===== src/rtl/mult_feeder.sv =====
// mult_feeder: operand FIFO, single-issue FSM and output register in front of a shift-add multiplier.
// Optional macro MULT_FEEDER_TIMEOUT_EN adds a WAIT watchdog and sticky protocol error flag.
module mult_feeder #(
   parameter int N     = 4,
   parameter int M     = 4,
   parameter int DEPTH = 4
) (
   input  logic                     clk,
   input  logic                     rst,
   input  logic                     in_valid,
   output logic                     in_ready,
   input  logic [N-1:0]             in_a,
   input  logic [M-1:0]             in_b,
   output logic                     data_rdy,
   output logic [N-1:0]             mult1,
   output logic [M-1:0]             mult2,
   input  logic                     result_rdy,
   input  logic [N+M-1:0]           result,
   output logic                     out_valid,
   input  logic                     out_ready,
   output logic [N+M-1:0]           out_result,
   output logic [$clog2(DEPTH):0]   fill,
   output logic                     err
);

   localparam int AW = $clog2(DEPTH);

   localparam logic [1:0] S_IDLE  = 2'd0;
   localparam logic [1:0] S_ISSUE = 2'd1;
   localparam logic [1:0] S_WAIT  = 2'd2;

   logic [1:0]    state;
   logic [N-1:0]  mem_a [DEPTH];
   logic [M-1:0]  mem_b [DEPTH];
   logic [AW-1:0] wr_ptr;
   logic [AW-1:0] rd_ptr;
   logic [AW:0]   count;
   logic          push;
   logic          pop;
   logic          load;
   logic          timeout;

   // Full test is count-based so a same-cycle pop never frees a slot early.
   assign in_ready = (count != (AW+1)'(DEPTH));
   assign push     = in_valid && in_ready;
   assign pop      = (state == S_IDLE) && (count != '0) && (!out_valid || out_ready);
   assign load     = (state == S_WAIT) && result_rdy;
   assign fill     = count;

   always_ff @(posedge clk) begin
      if (push) begin
         mem_a[wr_ptr] <= in_a;
         mem_b[wr_ptr] <= in_b;
      end
   end

   always_ff @(posedge clk or posedge rst) begin
      if (rst) begin
         wr_ptr <= '0;
         rd_ptr <= '0;
         count  <= '0;
      end else begin
         if (push) wr_ptr <= wr_ptr + AW'(1);
         if (pop)  rd_ptr <= rd_ptr + AW'(1);
         case ({push, pop})
            2'b10:   count <= count + (AW+1)'(1);
            2'b01:   count <= count - (AW+1)'(1);
            default: count <= count;
         endcase
      end
   end

   always_ff @(posedge clk or posedge rst) begin
      if (rst) begin
         state    <= S_IDLE;
         data_rdy <= 1'b0;
         mult1    <= '0;
         mult2    <= '0;
      end else begin
         case (state)
            S_IDLE: begin
               if (pop) begin
                  mult1    <= mem_a[rd_ptr];
                  mult2    <= mem_b[rd_ptr];
                  data_rdy <= 1'b1;
                  state    <= S_ISSUE;
               end
            end
            S_ISSUE: begin
               data_rdy <= 1'b0;
               state    <= S_WAIT;
            end
            S_WAIT: begin
               if (result_rdy || timeout) state <= S_IDLE;
            end
            default: begin
               data_rdy <= 1'b0;
               state    <= S_IDLE;
            end
         endcase
      end
   end

   // Issue is gated on a free slot, so a load never collides with a held product.
   always_ff @(posedge clk or posedge rst) begin
      if (rst) begin
         out_valid  <= 1'b0;
         out_result <= '0;
      end else if (load) begin
         out_valid  <= 1'b1;
         out_result <= result;
      end else if (out_valid && out_ready) begin
         out_valid  <= 1'b0;
      end
   end

`ifdef MULT_FEEDER_TIMEOUT_EN
   localparam int TW = $clog2(M + 4) + 1;

   logic [TW-1:0] wait_cnt;

   // Last WAIT cycle is M+3 after entry; err becomes visible at entry+M+4.
   assign timeout = (state == S_WAIT) && !result_rdy && (wait_cnt == TW'(M + 3));

   always_ff @(posedge clk or posedge rst) begin
      if (rst) begin
         wait_cnt <= '0;
         err      <= 1'b0;
      end else begin
         if (state == S_ISSUE)     wait_cnt <= '0;
         else if (state == S_WAIT) wait_cnt <= wait_cnt + TW'(1);
         if (timeout || (result_rdy && (state != S_WAIT))) err <= 1'b1;
      end
   end
`else
   assign timeout = 1'b0;
   assign err     = 1'b0;
`endif

endmodule


===== config.mk =====
export PLATFORM = sky130hd
export DESIGN_NAME = mult_feeder
export DESIGN_NICKNAME = d
export VERILOG_FILES = /design/src/rtl/mult_feeder.sv
export SDC_FILE = /design/constraint.sdc
export NUM_CORES = 1
export LEC_CHECK = 0
export CAP_MARGIN = 20
export CORE_MARGIN = 2
export CORE_UTILIZATION = 51
export DETAILED_ROUTE_END_ITERATION = 12
export PLACE_DENSITY_LB_ADDON = 0.08
export SLEW_MARGIN = 10
export SYNTH_ARGS = -nofsm -noshare
export SYNTH_HDL_FRONTEND = slang
export SYNTH_SLANG_ARGS = --single-unit

===== constraint.sdc =====
create_clock -name clk -period 2.5 [get_ports clk]
set_clock_uncertainty 0.1 [all_clocks]
set_input_delay 0.375 -clock clk [delete_from_list [all_inputs] [get_ports clk]]
set_output_delay 0.375 -clock clk [all_outputs]
set_load 0.05 [all_outputs]

==> metrics.txt <==
RSZ-0062 raised after global routing false; cell area after synthesis 0.002369 mm^2; most area-consuming cells after synthesis edfxtp_1, dfrtp_1, mux4_2, mux2_2, mux2_4; die area between 0.005 and 0.006 mm^2; ys flop type edfxtp_1; post-DP HPWL around 2700 um; Critical Path RT between 2 and 2.5 ns; routed wire length 4000 um; synthesized area per cell around 18 um^2; CTS Buf Count 9; Synth top area share 40.57%; initial antenna violation count 0; die width 72.15 um; Post-CTS Setup Bufs 0; most frequent cells in the layout clkdlybuf4s50_1, edfxtp_1, dfrtp_1; Port Buffers between 40 and 50; Setup Viol. Count Final 0; critical path arrival approximately 1.9 ns; clk root buf clkbuf_8; 1st-iter DRT viols 37; crit path launch type register; Final Cell Area slightly above 0.003 mm^2; R2R depth 9; Congestion Overflow GR 0; core area around 0.0044 mm^2; layout cells sized above 1 between 20% and 30%; Hold Fails Final Rpt 0; Max Clock Freq around 420 MHz; row count 24; Tot GR Track Use between 10% and 20%; Tmin final roughly 2.4 ns; Worst-Margin Slew between 0.6 and 0.7 ns; Critical R2R Capture fill[2]; Die Ht around 70 um; Gate Count Post-Synth roughly 130; Pleak 1.202 nW; starting density of the core 53.66%; post-route insts no fill around 240; period utilization 94.85%; n_diodes 0; Setup CP Type reg2out; syn_nets 156; RD Place Congestion 0.7279; R2R setup slack ~0.20 ns; IO Count between 40 and 50; placed insts between 200 and 250; Netlist cell types 27; Synth Warn # 0; clk sinks 59; reg2reg start fill[1]; largest area contributor in the netlist edfxtp_1; Worst Hold Class in2async; Post-synth EDFFs 32; vias in the first global route 1339; wire per inst about 17 um; crit path max fanout 6; DRT Pass-1 Iters 4; antenna-violating nets left 0; fin nets 208; Rel. slew slack between 50% and 60%; first-pass GRT wire length approximately 6500 um; CTS Buffer Depth 2; pin count of the biggest net entering global routing 28; area grow syn2layout 28.42%; Worst setup EP type primary output; post-placement cell area about 0.0029 mm^2; synthesized flop and latch total 59; # DRC 0; max cap viols 0; CTS tree built; Slew Limit Fails 0; status complete, no violations; DR vias between 1000 and 1500; Clock transition at path regs 0.07 ns; Avg Vias per Cell around 5.2; sequential fraction of the synthesis area between 60% and 70%; cts repair resizes 0; maximum level of the CTS H-tree 3; VDD IR-drop max 729.7 uV; most common cell after layout, fill and taps aside clkdlybuf4s50_1; hold buffer count at CTS 0; pwr/cell area 1448 mW/mm^2; fraction of registers with async set/reset between 40% and 50%; Skew-Pair Late Insertion Delay 0.33 ns
registers in the layout, indices dropped and copies added (netlist names):
register,count
mem_a,16
mem_b,16
out_result,8
mult1,4
mult2,4
fill,3
rd_ptr,2
state,2
wr_ptr,2
data_rdy,1
out_valid,1
where the power goes:
group	internal, mW	switching, mW	leakage, nW	total, mW
sequential	1.39	0.238	0.608	1.62
clock	0.379	0.353	0.0828	0.732
combinational	0.931	1.12	0.511	2.05
total	2.70	1.71	1.20	4.40
per-stage QoR:
| stage | utilization (%) | hold WS [ns] | setup TNS [ns] | power [mW] | worst slack (ns) |
|---|---|---|---|---|---|
| finish | 68.91 | 0.3049 | 0 | 4.405 | 0.1286 |
| global route | 68.91 | 0.3320 | 0 | 4.650 | 0.08221 |
| CTS | 68.91 | 0.3115 | 0 | 4.477 | 0.1032 |
| detailed placement | 65.05 | 0.3821 | -0.1681 | 3.723 | -0.1449 |
| global placement | 65.05 | 0.3779 | -0.1192 | 3.649 | -0.1192 |
| floorplan | - | 0.3274 | 0 | 3.123 | 0.01661 |
area by class of cell:
type                       count  area (um^2)
timing repair buffer          45        442.9
clock inverter                 5        28.78
clock buffer                  11        141.4
multi-input combinational     56        684.4
inverter                      10        37.54
fill                         315         1373
tap                           52        65.06
sequential                    59         1642
worst max-delay path, cell delays in order, from the launching register on:
cell             delay, ns
dfrtp_2               0.42
or3b_4                0.43
clkdlybuf4s50_1       0.71
how the worst max path moves through the flow:
stage | start | to | slack, ns | cells past startpoint
2_1_floorplan | out_valid | fill[2] | 0.02 | 10
3_3_place_gp | out_ready | fill[2] | -0.12 | 10
3_5_place_dp | out_ready | fill[2] | -0.14 | 10
4_1_cts | fill[1] | in_ready | 0.10 | 2
5_1_grt | fill[1] | in_ready | 0.08 | 2
6_report | fill[1] | in_ready | 0.13 | 2
Yosys cell counts, types with 2 or more instances:
master,instances
mux2_2,11
and3_1,4
mux2_4,6
inv_1,10
dfrtp_1,27
xnor2_1,4
mux4_2,8
nor2_1,2
ha_1,5
mux2i_1,2
edfxtp_1,32
nand2b_1,2
xor2_1,2
routing by layer:
metal  vias up  global-route usage, %  share of wire [%]
met5         -                      0                  0
met4         0                  10.06                2.4
met3        11                  4.722                4.5
met2        35                  27.93                 51
met1       618                  21.86                 42
li1        572                      -                  -
cells by family (layout without fill, tap and decap cells):
logic type / count (synthesis) / after routing / synth area share (%)
compound gates: 1 / 1 / 0.2111
xor+xnor: 6 / 6 / 2.219
fa+ha+maj: 6 / 6 / 3.487
buf+inv: 14 / 71 / 2.747
flops: 59 / 59 / 69.10
mux: 27 / 27 / 17.49
other cells: 1 / 1 / 0.1583
simple gates: 15 / 15 / 4.596
(Power assumes the default switching activity.)
